### config.mk
export PLATFORM = sky130hd
export DESIGN_NAME = ibex_mul_share_arb
export DESIGN_NICKNAME = d
export VERILOG_FILES = /design/src/rtl/ibex_pkg.sv /design/src/rtl/ibex_mul17_pipe.sv /design/src/rtl/ibex_mul_share_arb.sv
export SDC_FILE = /design/constraint.sdc
export NUM_CORES = 1
export LEC_CHECK = 0
export BUFFER_PORTS_ARGS = -buffer_cell sky130_fd_sc_hd__buf_4
export CORE_MARGIN = 4
export CORE_UTILIZATION = 45
export CTS_BUF_LIST = sky130_fd_sc_hd__clkbuf_8
export CTS_CLUSTER_DIAMETER = 30
export CTS_CLUSTER_SIZE = 14
export DETAILED_ROUTE_END_ITERATION = 10
export PLACE_DENSITY = 0.74
export SLEW_MARGIN = 20
export SYNTH_ARGS = -nofsm -noshare
export SYNTH_HDL_FRONTEND = slang
export SYNTH_SLANG_ARGS = --single-unit
### constraint.sdc
create_clock -name clk_i -period 8 [get_ports clk_i]
set_input_delay 0.4 -clock clk_i [delete_from_list [all_inputs] [get_ports clk_i]]
set_output_delay 0.4 -clock clk_i [all_outputs]
set_load 0.1 [all_outputs]
### src/rtl/ibex_pkg.sv
// Shared types for the multiplier-sharing arbiter and its 17x17 pipeline.
package ibex_pkg;

    localparam int unsigned MulOpW  = 17;
    localparam int unsigned MulResW = 2 * MulOpW;

    // Arbiter ownership state: free, or held by one requester across beats.
    typedef enum logic [1:0] {
        IDLE   = 2'd0,
        LOCK_M = 2'd1,
        LOCK_P = 2'd2
    } mul_arb_state_e;

    // Which requester a beat belongs to; travels down the pipe as a tag.
    typedef enum logic {
        OWNER_M = 1'b0,
        OWNER_P = 1'b1
    } mul_owner_e;

    // One accepted beat as it sits in stage 1.
    typedef struct packed {
        mul_owner_e        tag;
        logic [MulOpW-1:0] op_a;
        logic [MulOpW-1:0] op_b;
    } mul_beat_t;

    // Lock state that corresponds to a given owner.
    function automatic mul_arb_state_e lock_state(input mul_owner_e owner);
        return (owner == OWNER_P) ? LOCK_P : LOCK_M;
    endfunction

endpackage

### src/rtl/ibex_mul17_pipe.sv
// Two-stage signed 17x17 multiplier: stage 1 holds operands+tag,
// stage 2 holds the 34-bit product+tag. Flush kills both stages.
module ibex_mul17_pipe
    import ibex_pkg::*;
(
    input  logic               clk_i,
    input  logic               rst_ni,
    input  logic               flush_i,
    input  logic               in_valid_i,
    input  mul_owner_e         in_tag_i,
    input  logic [MulOpW-1:0]  op_a_i,
    input  logic [MulOpW-1:0]  op_b_i,
    output logic               out_valid_o,
    output mul_owner_e         out_tag_o,
    output logic [MulResW-1:0] product_o,
    output logic               busy_o
);

    logic                s1_vld_q, s1_vld_d;
    mul_beat_t           s1_beat_q, s1_beat_d;
    logic                s2_vld_q, s2_vld_d;
    mul_owner_e          s2_tag_q, s2_tag_d;
    logic [MulResW-1:0]  s2_prod_q, s2_prod_d;
    logic signed [MulResW-1:0] prod;
    logic                s1_adv;

    // Stage 1 captures a beat; operand regs hold when idle to avoid toggling.
    always_comb begin
        s1_vld_d  = in_valid_i & ~flush_i;
        s1_beat_d = s1_beat_q;
        if (in_valid_i) begin
            s1_beat_d = '{tag: in_tag_i, op_a: op_a_i, op_b: op_b_i};
        end
    end

    // Full-width signed product; the product register only loads on a live
    // beat so the shared result bus keeps its last value otherwise.
    always_comb begin
        prod      = $signed({{MulOpW{s1_beat_q.op_a[MulOpW-1]}}, s1_beat_q.op_a}) *
                    $signed({{MulOpW{s1_beat_q.op_b[MulOpW-1]}}, s1_beat_q.op_b});
        s1_adv    = s1_vld_q & ~flush_i;
        s2_vld_d  = s1_adv;
        s2_tag_d  = s2_tag_q;
        s2_prod_d = s2_prod_q;
        if (s1_adv) begin
            s2_tag_d  = s1_beat_q.tag;
            s2_prod_d = prod;
        end
    end

    // Stage 1 registers.
    always_ff @(posedge clk_i or negedge rst_ni) begin
        if (!rst_ni) begin
            s1_vld_q  <= 1'b0;
            s1_beat_q <= '0;
        end else begin
            s1_vld_q  <= s1_vld_d;
            s1_beat_q <= s1_beat_d;
        end
    end

    // Stage 2 registers.
    always_ff @(posedge clk_i or negedge rst_ni) begin
        if (!rst_ni) begin
            s2_vld_q  <= 1'b0;
            s2_tag_q  <= OWNER_M;
            s2_prod_q <= '0;
        end else begin
            s2_vld_q  <= s2_vld_d;
            s2_tag_q  <= s2_tag_d;
            s2_prod_q <= s2_prod_d;
        end
    end

    assign out_valid_o = s2_vld_q;
    assign out_tag_o   = s2_tag_q;
    assign product_o   = s2_prod_q;
    assign busy_o      = s1_vld_q | s2_vld_q;

endmodule

### src/rtl/ibex_mul_share_arb.sv
// Arbitrates one 17x17 multiplier between the RV32M multdiv (M) and the
// P-ext ALU (P): round robin when free, sticky ownership while locked.
module ibex_mul_share_arb
    import ibex_pkg::*;
#(
    parameter int unsigned MulLatency = 2,
    parameter bit          LockEn     = 1'b1
) (
    input  logic               clk_i,
    input  logic               rst_ni,
    input  logic               m_req_i,
    input  logic               p_req_i,
    input  logic               m_lock_i,
    input  logic               p_lock_i,
    input  logic [MulOpW-1:0]  m_op_a_i,
    input  logic [MulOpW-1:0]  m_op_b_i,
    input  logic [MulOpW-1:0]  p_op_a_i,
    input  logic [MulOpW-1:0]  p_op_b_i,
    output logic               m_gnt_o,
    output logic               p_gnt_o,
    output logic               m_rvalid_o,
    output logic               p_rvalid_o,
    output logic [MulResW-1:0] result_o,
    input  logic               flush_i,
    output logic               busy_o
);

    // The pipe below is hard-wired to two stages.
    if (MulLatency != 2) begin : g_bad_latency
        $error("ibex_mul_share_arb: only MulLatency == 2 is supported");
    end

    mul_arb_state_e     state_q, state_d;
    mul_owner_e         last_gnt_q, last_gnt_d;
    logic               gnt_m, gnt_p, gnt_any, gnt_lock;
    mul_owner_e         gnt_owner;
    logic [MulOpW-1:0]  gnt_op_a, gnt_op_b;
    logic               pipe_vld, pipe_busy;
    mul_owner_e         pipe_tag;
    logic [MulResW-1:0] pipe_prod;

    // Grant decision: flush and reset suppress all grants; a lock owner
    // excludes the other side even when the owner is not requesting.
    always_comb begin
        gnt_m = 1'b0;
        gnt_p = 1'b0;
        if (rst_ni && !flush_i) begin
            unique case (state_q)
                LOCK_M: gnt_m = m_req_i;
                LOCK_P: gnt_p = p_req_i;
                default: begin
                    if (m_req_i && p_req_i) begin
                        gnt_m = (last_gnt_q == OWNER_P);
                        gnt_p = (last_gnt_q == OWNER_M);
                    end else begin
                        gnt_m = m_req_i;
                        gnt_p = p_req_i;
                    end
                end
            endcase
        end
    end

    // Next ownership state and round-robin pointer; flush frees the unit
    // but leaves the fairness pointer alone.
    always_comb begin
        gnt_any    = gnt_m | gnt_p;
        gnt_owner  = gnt_p ? OWNER_P : OWNER_M;
        gnt_lock   = (gnt_p ? p_lock_i : m_lock_i) & LockEn;
        gnt_op_a   = gnt_p ? p_op_a_i : m_op_a_i;
        gnt_op_b   = gnt_p ? p_op_b_i : m_op_b_i;
        state_d    = state_q;
        last_gnt_d = last_gnt_q;
        if (flush_i) begin
            state_d = IDLE;
        end else if (gnt_any) begin
            last_gnt_d = gnt_owner;
            state_d    = gnt_lock ? lock_state(gnt_owner) : IDLE;
        end
    end

    // Arbiter state; P is the reset "last winner" so M wins first contention.
    always_ff @(posedge clk_i or negedge rst_ni) begin
        if (!rst_ni) begin
            state_q    <= IDLE;
            last_gnt_q <= OWNER_P;
        end else begin
            state_q    <= state_d;
            last_gnt_q <= last_gnt_d;
        end
    end

    ibex_mul17_pipe u_pipe (
        .clk_i       (clk_i),
        .rst_ni      (rst_ni),
        .flush_i     (flush_i),
        .in_valid_i  (gnt_any),
        .in_tag_i    (gnt_owner),
        .op_a_i      (gnt_op_a),
        .op_b_i      (gnt_op_b),
        .out_valid_o (pipe_vld),
        .out_tag_o   (pipe_tag),
        .product_o   (pipe_prod),
        .busy_o      (pipe_busy)
    );

    assign m_gnt_o    = gnt_m;
    assign p_gnt_o    = gnt_p;
    assign m_rvalid_o = pipe_vld & (pipe_tag == OWNER_M);
    assign p_rvalid_o = pipe_vld & (pipe_tag == OWNER_P);
    assign result_o   = pipe_prod;
    assign busy_o     = pipe_busy | (state_q != IDLE);

endmodule

==> After elaboration in Yosys (flattened, before gate mapping) <==
Index checks and enable logic that the tools add are counted.
W data, S select, Z words.
{ "totals": {"reg_bits": 75, "output_inout_bits": 39, "elab_cells": 42} }
{ "classes": {"multipliers": 1, "n_eq_ne": 2, "muxes": 14, "bitwise": 10, "n_reduce_logical": 6} }
{ "ops": {"columns": ["cell", "n"], "rows": [
  ["$mul A17 B17 Y34", 1],
  ["$mux W17", 2],
  ["$mux W2", 4],
  ["$mux W1", 6],
  ["$and A1 B1 Y1", 4],
  ["$pmux W1 S2", 2],
  ["$reduce_bool A2 Y1", 2],
  ["$not A1 Y1", 3],
  ["$or A1 B1 Y1", 3],
  ["$eq A2 B1 Y1 const B", 1],
  ["$eq A2 B2 Y1 const B", 1],
  ["$logic_and A1 B1 Y1", 2],
  ["$reduce_and A2 Y1", 1],
  ["$logic_not A1 Y1", 1]
]} }

==> Depth between registers and ports, before layout <==
Gate-level depths: netlist of run 1.
{ "depth": {"ltp_word": 9, "ltp_mapped": 24, "ltp_nobuf": 22} }

==> By module <==
A second synthesis of run 1 with hierarchy kept.
{ "unflattened": {"cells_unflattened": 1458, "hier_area_um2": 14388.8} }
{ "modules_own_cells": {"columns": ["module", "instances", "cells_per_inst", "area_each_um2", "seq_area_each_um2"], "rows": [
  ["ibex_mul17_pipe", 1, 1392, 13578.0, 1801.7],
  ["ibex_mul_share_arb", 1, 66, 810.8, 76.3]
]} }

==> Worst setup path before layout of run 1 <==
Ideal clock, no wire load.
{ "synth_timing": {"path_kind": "register to register", "startpoint": "register u_pipe.s1_beat_q[8] (netlist bit)", "endpoint": "register u_pipe.s2_prod_q[33] (netlist: u_pipe.product_o[33])", "t_arrival_ps": 5779, "slack_ps": 2089, "stages_incl_launch_ff": 24, "n_path_buf": 2, "period_less_slack_ps": 5911, "cell_sequence": "dfrtp_1 -> clkbuf_1 -> clkbuf_1 -> nand2_1 -> fa_1 -> inv_1 -> fa_1 -> inv_1 -> fa_1 -> inv_1 -> fa_1 -> fa_1 -> inv_1 -> fa_1 -> inv_1 -> ha_1 -> and4_1 -> a21oi_1 -> o21ai_1 -> a21oi_4 -> o21ai_2 -> a211oi_2 -> nor3_1 -> or3b_1"} }
{ "synth_between": {"elab_chain_len": 1} }
{ "synth_rtl": {"columns": ["item", "line_no", "source"], "rows": [
  ["start, declared", "ibex_mul17_pipe.sv:20", "mul_beat_t s1_beat_q, s1_beat_d;"],
  ["start signal, assigned", "ibex_mul17_pipe.sv:58", "s1_beat_q <= s1_beat_d;"],
  ["$mul A17 B17 Y34", "ibex_mul17_pipe.sv:39", "prod = $signed({{MulOpW{s1_beat_q.op_a[MulOpW-1]}}, s1_beat_q.op_a}) *"],
  ["end signal, assigned", "ibex_mul17_pipe.sv:71", "s2_prod_q <= s2_prod_d;"],
  ["end, declared", "ibex_mul17_pipe.sv:23", "logic [MulResW-1:0] s2_prod_q, s2_prod_d;"]
]} }
Every way passes these cells.
A chain may end at the register's enable or synchronous reset.

==> Worst setup path after layout of run 1 <==
{ "layout_timing": {"startpoint": "register u_pipe.s1_beat_q[16] (netlist bit)", "endpoint": "register u_pipe.s2_prod_q[30] (netlist: u_pipe.product_o[30])"} }
The elaborated chain is that of the path after synthesis.

==> impl_results.md, run 1 <==
- Vias in the first global route: around 11000
- Wire per inst: 16.8 microns
- Post-synth EDFFs: 0
- Avg Synthesized Cell Area: approximately 9.3 sq um
- Ys async rst share: 100%
- # diodes: 0
- Worst-Skew Late Latency: 0.38 ns
- Final WL: about 33 mm
- Mapped Area: 0.0141 sq mm
- Tmin final: 6.67 ns
- Critical path class: reg2reg
- Crit-path max FO: 10
- Number of port buffers: 113
- First-pass GRT wire length: 55.9 mm
- CP Launch Type: register
- Initial antenna violation count: 0
- HP Start: flush_i
- Setup Viol. Count Final: 0
- Num ports: between 100 and 150
- Die Height: 185 microns
- Clk slew on worst S/H paths: 0.08 ns
- # DRC: 0
- Data arrival, critical path: 6.91 ns
- Via count: ~10000
- Fillers: 2778
- Grt ovf: 0
- Die area: 0.0343 sq mm
- Clock sinks: 75
- Crit-path max cell delay: 0.65 ns
- Top FF cell, synth: dfrtp_1
- Core Footprint: 0.0308 sq mm
- Capturing point of the worst reg2reg path: u_pipe.product_o[30]
- Maxcap violations: 0
- Synthesis-to-layout area growth: 9.59%
- Placer congestion estimate: between 0.8 and 0.9
- RSZ-0062 raised after global routing: false
- Max-slew headroom: 44.0%
- TritonCTS buffer count: 9
- CTS tree: done
- R2R setup slack: 1.33 ns
- Worst Tran Pin Value: 0.840 ns
- FF-to-FF path depth: 19
- Worst Skew: 0.00948 ns
- Met3 GRT Util: under 10%
- Mapped Cells: roughly 1500
- Yosys cell types: 58
- Final Hold Viols: 0
- GRT Util Overall: slightly above 20%
- Setup TNS: 0 ns
- Synthesized Nets: 1977
- Final period utilization: between 80% and 90%
- Setup bufs post-CTS: 0
- Setup Slack @ Placement: between 1 and 1.5 ns
- Cell Chain, Critical Path: clkinv_1 -> nor2_1 -> fa_1 -> fa_1 -> fa_1 -> fa_1 -> fa_1 -> inv_1 -> fa_1 -> inv_1 -> ha_1 -> a21o_1 -> or3_1 -> nor3_1 -> o2111a_1 -> nor2_1 -> a31oi_1 -> xor2_1 -> o21ai_0
- RR Startpoint: u_pipe.s1_beat_q[16]
- Layout cells sized above 1: 9.19%
- Global route hottest layer: met2
- Width of the die: 185 microns
- Yosys reg bits: 75
- Drt first pass iters: 5
- H-tree level count: 3
- Hold EP: state_q[0]
- Slowest stage cell, crit path: dfrtp_1
- Initial core utilization: 45.9%
- Worst hold path class: in2reg
- CP Capture Type: register
- Clk buf depth: 2
- Area contributors post-synth: fa_1, dfrtp_1, inv_1
- YS warnings: 0
- Met1 Track Usage GR: 25.8%
- Crit-path most repeated cell: fa_1
- GR met2 Demand/Resource: between 30% and 40%
- Seq/Total Area, Yosys: 13.3%
- Final net count: 2042
- Final Max Tran Viols: 0
- DRT iter0 DRCs: 557
- Largest net degree at the start of global routing: 68
- Status: complete, no violations
- Final worst slack: between 1 and 1.5 ns
- Hold Path Stages: 2
- Placement Rows: 64
- Via density: 5.26
- Dominant cell type by area after synthesis: fa_1
- Share of the synthesized area in the top cell type: 41.9%
- Clk root buf: clkbuf_8
- CP required: 8.24 ns
- F_max: ~0.15 GHz
- Routed Antenna Nets: 0
- HPWL after detailed placement: 27.4 mm
## cells by family (layout without fill, tap and decap cells)
kind of cell / Yosys count / after routing / synth area share, %
compound gates: 148 / 148 / 6.58
xor+xnor: 29 / 29 / 1.80
fa+ha+maj: 384 / 384 / 49.7
buf+inv: 387 / 457 / 10.3
flops: 75 / 75 / 13.3
mux: 36 / 36 / 2.56
simple gates: 459 / 459 / 15.8
## state kept, by name (all words and copies together), names as in the netlist
register	cells
u_pipe.s1_vld_q	1
u_pipe.product_o	34
last_gnt_q	1
u_pipe.out_tag_o	1
u_pipe.out_valid_o	1
u_pipe.s1_beat_q	35
state_q	2
## critical path: cells and delay by family, from the launching register on
kind / cells / cell delay (ns)
DFF: 1 / 0.65
buffers and inverters: 3 / 0.65
and+or+nand+nor: 4 / 0.95
AOI/OAI and AO/OA: 4 / 0.86
xor gates and xnor gates: 1 / 0.20
adders and majority gates: 7 / 3.21
## metal layers
metal / vias to the layer above / part of all wire [%]
li1: 4696 / -
met1: 5395 / 40
met2: 298 / 53
met3: 53 / 5.4
met4: 0 / 2.2
met5: - / 0
## cells in the final DEF, fill, tap and decap left out, types with 2 or more instances in the layout
master | Yosys | final
xnor2_1 | 19 | 19
o21ai_1 | 2 | 2
buf_4 | 0 | 117
or3_1 | 2 | 2
nand2b_1 | 13 | 12
nand2_1 | 227 | 227
clkbuf_8 | 0 | 11
inv_1 | 322 | 324
o21ai_0 | 65 | 65
and3_1 | 2 | 2
fa_1 | 296 | 296
a211o_1 | 2 | 2
nand3_1 | 14 | 14
o2111a_1 | 2 | 2
o211ai_1 | 5 | 5
nor2_1 | 26 | 25
a211oi_1 | 5 | 5
nor3_1 | 12 | 12
o31ai_1 | 5 | 5
o311ai_0 | 2 | 2
a31oi_1 | 2 | 2
a2111oi_0 | 2 | 2
xor2_1 | 10 | 10
and2_1 | 138 | 138
or2_2 | 3 | 3
mux2i_1 | 35 | 35
ha_1 | 88 | 88
a21oi_1 | 24 | 24
a21o_1 | 14 | 13
o21bai_1 | 4 | 4
nor3b_1 | 5 | 5
dfrtp_1 | 74 | 74
or4_1 | 3 | 3
nor2b_1 | 4 | 4
o21a_1 | 2 | 2
nand4_1 | 4 | 4
## per-stage QoR
step	hold slack [ns]	instances	util, %	area, sq um
floorplan	0.104	1518	-	14100
global placement	0.296	1967	49.6	15300
detailed placement	0.302	1967	49.6	15300
CTS	0.174	1984	50.3	15500
global route	0.190	1984	50.3	15500
finish	0.203	1984	50.3	15500
## layout make-up
class,count,area [sq um],share of cell area [%]
Multi-Input combinational cell,1056,10800,69.8
Clock inverter,5,53.8,0.347
Sequential cell,75,1880,12.1
Tap cell,396,495,3.20
Timing Repair Buffer,118,888,5.73
Clock buffer,11,151,0.977
Inverter,323,1210,7.82
## how the worst max path moves through the flow
stage	start	endpoint	slack (ns)	depth (start not counted)
2_1_floorplan	u_pipe.s1_beat_q[8]	u_pipe.product_o[33]	2.09	23
3_3_place_gp	u_pipe.s1_beat_q[16]	u_pipe.product_o[30]	1.47	19
3_5_place_dp	u_pipe.s1_beat_q[16]	u_pipe.product_o[32]	1.37	19
4_1_cts	u_pipe.s1_beat_q[16]	u_pipe.product_o[30]	1.34	19
5_1_grt	u_pipe.s1_beat_q[16]	u_pipe.product_o[32]	1.01	19
6_report	u_pipe.s1_beat_q[16]	u_pipe.product_o[30]	1.33	19
## synthesized netlist by cell type, types with 2 or more instances
cell	instances
a2111oi_0	2
a211o_1	2
a211oi_1	5
a21o_1	14
a21oi_1	24
a31oi_1	2
and2_1	138
and3_1	2
buf_2	3
clkbuf_1	60
dfrtp_1	74
fa_1	296
ha_1	88
inv_1	322
mux2i_1	35
nand2_1	227
nand2b_1	13
nand3_1	14
nand4_1	4
nor2_1	26
nor2b_1	4
nor3_1	12
nor3b_1	5
o2111a_1	2
o211ai_1	5
o21a_1	2
o21ai_0	65
o21ai_1	2
o21bai_1	4
o311ai_0	2
o31ai_1	5
or2_2	3
or3_1	2
or4_1	3
xnor2_1	19
xor2_1	10
## timing repair
action | CTS | global route
endpoints found under the hold margin | 17 | 0
hold buffers | 1 | 0
setup endpoints to repair | 0 | 0
gates resized for setup | 0 | 0
Power of run 1 is not shown: default switching activity piles up to over one toggle a cycle in this logic, so the estimate is an artifact.
==> run 2, diff against run 1 <==
Clock period 8 ns to 6.5 ns, I/O delays scaled along.
==> run 2 against run 1 <==
Compared with the run above:
- non-clock buffer count grew 27
- setup slack got worse by 1.1 ns
- design area increased by 1.7%
- clock-buffer cell count is 1 lower
- largest cell class unchanged
- highest routed layer is now met5
==> impl_results.md, run 2 (same netlist as run 1, synthesis figures left out) <==
- Max-slew headroom: 46.8%
- Cell Chain, Critical Path: and2_1 -> fa_1 -> inv_1 -> fa_1 -> inv_1 -> fa_1 -> fa_1 -> fa_1 -> inv_1 -> fa_1 -> inv_1 -> ha_1 -> a21o_1 -> or3_1 -> nor3_4 -> o2111a_1 -> nor2_1 -> a311oi_2 -> or4_1 -> nand3_1
- Grt ovf: 0
- Layout cells sized above 1: 12.3%
- DRT iter0 DRCs: 735
- Setup Slack @ Placement: -0.0628 ns
- FF-to-FF path depth: 20
- Data arrival, critical path: 6.54 ns
- Status: complete, no violations
- CTS tree: done
- Critical path depth in cells: 20
- Most common cell after layout, fill and taps aside: inv_1
- Width of the die: ~190 microns
- Via density: roughly 5.3
- Placement Rows: 64
- Largest register FFs: 35
- Fillers: 2772
- Number of port buffers: 113
- Clk buf depth: 2
- Die Height: 185 microns
- Setup crit start: u_pipe.s1_beat_q[4]
- Synthesis-to-layout area growth: 11.5%
- RSZ-0062 raised after global routing: true
- Worst Tran Pin Value: roughly 0.8 ns
- Maxcap violations: 0
- Largest net degree at the start of global routing: 68
- Num ports: ~110
- Clk slew on worst S/H paths: roughly 0.090 ns
- Vias in the first global route: 11400
- Core Footprint: 0.0308 sq mm
- Final worst slack: 0.224 ns
- Wire per inst: 17.1 microns
- CP Capture Type: register
- Capturing point of the worst reg2reg path: u_pipe.product_o[32]
- Most frequent cells in the layout: inv_1, fa_1, nand2_1
- Final net count: 2069
- Final Hold Viols: 0
- Slowest stage cell, crit path: dfrtp_2
- CP required: approximately 6.8 ns
- Final WL: 34.4 mm
- Final period utilization: 96.6%
- HPWL after detailed placement: 28.8 mm
- Crit path max-delay family: adder cells
- Final Max Tran Viols: 0
- # DRC: 0
- Clock sinks: between 70 and 80
- H-tree level count: 3
- First-pass GRT wire length: around 57 mm
- Drt first pass iters: 4
- Clk root buf: clkbuf_8
- Initial core utilization: a little under half
- Worst-Skew Late Latency: 0.39 ns
- Via count: 10600
- Worst hold path class: in2reg
- GRT Util Overall: a little over a fifth
- Routed Antenna Nets: 0
- Placer congestion estimate: 0.915
- Worst setup path endpoint: u_pipe.product_o[32]
- Tmin final: approximately 6.3 ns
- Crit-path most repeated cell: fa_1
- R2R setup slack: 0.22 ns
- Worst Skew: 0.0178 ns
- F_max: about 0.16 GHz
- Worst path bufs/invs: 4
- CP Launch Type: register
- Critical path class: reg2reg
- RR Startpoint: u_pipe.s1_beat_q[4]
- Die area: around 0.034 sq mm
- # diodes: 0
- Crit-path max cell delay: 0.58 ns
- Crit-path max FO: 18
- TritonCTS buffer count: 9
- Initial antenna violation count: 1
- Setup Viol. Count Final: 0
- Setup TNS: 0 ns
- Reg with most FFs: u_pipe.s1_beat_q
run 2: changes by cell type in the layout (fill, tap and decap cells not counted), moves of 2 or more:
cell / delta
fa_1: -2
dfrtp_1: -18
buf_4: +26
dfrtp_2: +17
fa_2: +2
inv_1: -2
run 2: area by class of cell:
| class | count | area, sq um | area share (%) |
|---|---|---|---|
| clock inverter | 5 | 62.6 | 0.397 |
| clock buffer | 10 | 138 | 0.873 |
| tap | 396 | 495 | 3.14 |
| inverter | 323 | 1210 | 7.69 |
| timing repair buffer | 145 | 1100 | 7.00 |
| multi-input combinational | 1056 | 10900 | 68.8 |
| sequential | 75 | 1900 | 12.1 |
run 2: worst min path at each step:
stage / startpoint / slack, ns / end / cells past startpoint
floorplan: rst_ni / 0.03 / state_q[0] / 0
finish: p_op_b_i[3] / 0.14 / u_pipe.s1_beat_q[3] / 3
CTS: p_op_b_i[14] / 0.12 / u_pipe.s1_beat_q[14] / 3
detailed placement: rst_ni / 0.25 / u_pipe.product_o[9] / 1
global route: p_op_b_i[3] / 0.12 / u_pipe.s1_beat_q[3] / 3
global placement: rst_ni / 0.25 / u_pipe.product_o[10] / 1
run 2: worst register-to-register path: stages (launching register included):
cell and delay [ns]:
dfrtp_2 0.58, and2_1 0.26, fa_1 0.50, inv_1 0.06
fa_1 0.53, inv_1 0.06, fa_1 0.50, fa_1 0.49
fa_1 0.52, inv_1 0.04, fa_1 0.47, inv_1 0.04
ha_1 0.35, a21o_1 0.27, or3_1 0.36, nor3_4 0.19
o2111a_1 0.28, nor2_1 0.12, a311oi_2 0.31, or4_1 0.17
nand3_1 0.07
run 2: per-stage QoR:
stage / hold WS, ns / area, sq um / cells / utilization [%]
floorplan: 0.0294 / 14100 / 1518 / -
global placement: 0.246 / 15500 / 1990 / 50.1
detailed placement: 0.253 / 15500 / 1990 / 50.1
CTS: 0.121 / 15700 / 2006 / 50.8
global route: 0.115 / 15800 / 2010 / 51.1
finish: 0.138 / 15800 / 2010 / 51.1
run 2: per-layer routing:
layer  vias up  wire, microns  GRT usage (%)
li1       4756              -              -
met4         2           1430           7.90
met1      5402          13500           25.5
met2       314          17600           36.9
met5         -             13              0
met3        90           1800           4.12
run 2: timing repair:
action | CTS | global route
setup endpoints to repair | 3 | 10
hold buffers | 1 | 0
buffers inserted | 0 | 4
gates resized for setup | 2 | 25
hold endpoints to repair | 19 | 0
Power of run 2 is left out for the same reason.
==> run 3, diff against run 2 <==
Clock period 6.5 ns to 7.1 ns, I/O delays scaled along.
==> run 3 against run 2 <==
Compared with the run above:
- via count is 0.55% lower
- worst hold slack better by 0.016 ns
- register-to-register slack better by 0.23 ns
- sequential share of layout area is essentially flat
- routed wire length grew 2.2%
- flip-flop and latch count stayed put
- largest cell class unchanged
- highest routed layer is now met4
==> impl_results.md, run 3 (same netlist as run 1, synthesis figures left out) <==
- Status: complete, no violations
- Maxcap violations: 0
- RR Startpoint: u_pipe.s1_beat_q[16]
- Via count: 10500
- R2R setup slack: 0.45 ns
- # diodes: 0
- Worst Tran Pin Value: 0.802 ns
- Met3 WL: 2.00 mm
- HPWL after detailed placement: 29.2 mm
- Final period utilization: 93.7%
- Vias in the first global route: 11700
- Hold Path Stages: 2
- Largest net degree at the start of global routing: 68
- Top layer used by detailed routing: met4
- CP Capture Type: register
- Crit-path max FO: 10
- Data arrival, critical path: 6.92 ns
- Critical path class: reg2reg
- Worst-Skew Late Latency: 0.40 ns
- Most common cell after layout, fill and taps aside: inv_1
- Grt ovf: 0
- Placement Rows: 64
- Clock sinks: 75
- Crit-path max cell delay: 0.63 ns
- Largest register FFs: 35
- Setup TNS: 0 ns
- Fillers: 2823
- Die Height: between 150 and 200 microns
- CP required: between 7 and 8 ns
- Worst hold path class: in2reg
- Initial antenna violation count: 0
- Width of the die: around 190 microns
- Number of port buffers: 113
- Crit path max-delay family: adder cells
- PostCTS Resize Cnt: 0
- DRT iter0 DRCs: just over 600
- Num ports: about 110
- GRT Util Overall: about 21%
- H-tree level count: 3
- Worst path bufs/invs: 3
- First-pass GRT wire length: around 58 mm
- Reg with most FFs: u_pipe.s1_beat_q
- Clk root buf: clkbuf_8
- RSZ-0062 raised after global routing: false
- CTS tree: done
- Footprint of the multi-input gates: 0.0108 sq mm
- Crit-path most repeated cell: fa_1
- Synthesis-to-layout area growth: 10.3%
- Final Max Tran Viols: 0
- Cell Chain, Critical Path: clkinv_1 -> nor2_1 -> fa_1 -> fa_1 -> fa_1 -> fa_1 -> fa_1 -> inv_1 -> fa_1 -> inv_1 -> ha_1 -> a21o_1 -> or3_1 -> nor3_1 -> o2111a_1 -> nor2_1 -> a311oi_1 -> or4_1 -> nand3_1
- Capturing point of the worst reg2reg path: u_pipe.product_o[32]
- Placer congestion estimate: 0.902
- FF-to-FF path depth: 19
- F_max: 0.150 GHz
- Final net count: roughly 2100
- Clk buf depth: 2
- Register area: 0.00188 sq mm
- Most frequent cells in the layout: inv_1, fa_1, nand2_1
- # DRC: 0
- CP Launch Type: register
- DR WL met2: 18.0 mm
- Die area: around 0.034 sq mm
- Max-slew headroom: 46.4%
- HP Start: flush_i
- Worst Skew: roughly 0.016 ns
- Slowest stage cell, crit path: dfrtp_1
- Drt first pass iters: 5
- Via density: 5.26
- Layout cells sized above 1: 10.1%
- Setup Viol. Count Final: 0
- Tmin final: 6.65 ns
- Final WL: between 30 and 40 mm
- TritonCTS buffer count: 9
- Initial core utilization: 45.9%
- Clk slew on worst S/H paths: 0.09 ns
- Wire per inst: 17.6 microns
- Hold EP: state_q[0]
- Routed Antenna Nets: 0
- WL met1: roughly 14 mm
- Final Hold Viols: 0
- Core Footprint: between 0.03 and 0.04 sq mm
## run 3: worst max path at each step
stage | start | endpoint | slack, ns | cells after the start
2_1_floorplan | u_pipe.s1_beat_q[8] | u_pipe.product_o[33] | 1.19 | 23
6_report | u_pipe.s1_beat_q[16] | u_pipe.product_o[32] | 0.45 | 19
4_1_cts | u_pipe.s1_beat_q[16] | u_pipe.product_o[32] | 0.49 | 19
5_1_grt | u_pipe.s1_beat_q[2] | u_pipe.product_o[29] | 0.17 | 19
3_5_place_dp | u_pipe.s1_beat_q[16] | u_pipe.product_o[32] | 0.51 | 19
3_3_place_gp | u_pipe.s1_beat_q[8] | u_pipe.product_o[33] | 0.67 | 21
## run 3: worst reg2reg max path, delay by kind of cell (launching register included)
kind	cells	cell delay, ns
DFF	1	0.63
AOI/OAI and AO/OA	3	0.88
buffers and inverters	3	0.59
and+or+nand+nor	6	1.19
adders and majority gates	7	3.22
## run 3: routing by layer
layer,up-vias,global-route usage [%]
met3,79,3.83
met4,0,7.84
met1,5366,26.5
met5,-,0
li1,4722,-
met2,339,37.7
## run 3: area by class of cell
cell class | count | share of cell area (%)
clock buffer | 10 | 0.882
clock inverter | 6 | 0.457
inverter | 323 | 7.77
multi-input combinational | 1056 | 69.4
sequential | 75 | 12.0
tap | 396 | 3.18
timing repair buffer | 131 | 6.32
## run 3: through the flow
step | cell area (sq um) | std cells | hold slack, ns | worst slack [ns] | utilization [%]
floorplan | 14100 | 1518 | 0.0594 | 1.19 | -
global placement | 15400 | 1980 | 0.253 | 0.673 | 49.9
detailed placement | 15400 | 1980 | 0.258 | 0.513 | 49.9
CTS | 15600 | 1997 | 0.137 | 0.485 | 50.6
global route | 15600 | 1997 | 0.141 | 0.173 | 50.6
finish | 15600 | 1997 | 0.154 | 0.450 | 50.6
## run 3: what timing repair did
action                                 4_1_cts  5_1_grt
setup buffers                                0        0
setup endpoints to repair                    0        0
hold buffers                                 1        0
endpoints found under the hold margin       17        0
Power of run 3 is left out for the same reason.
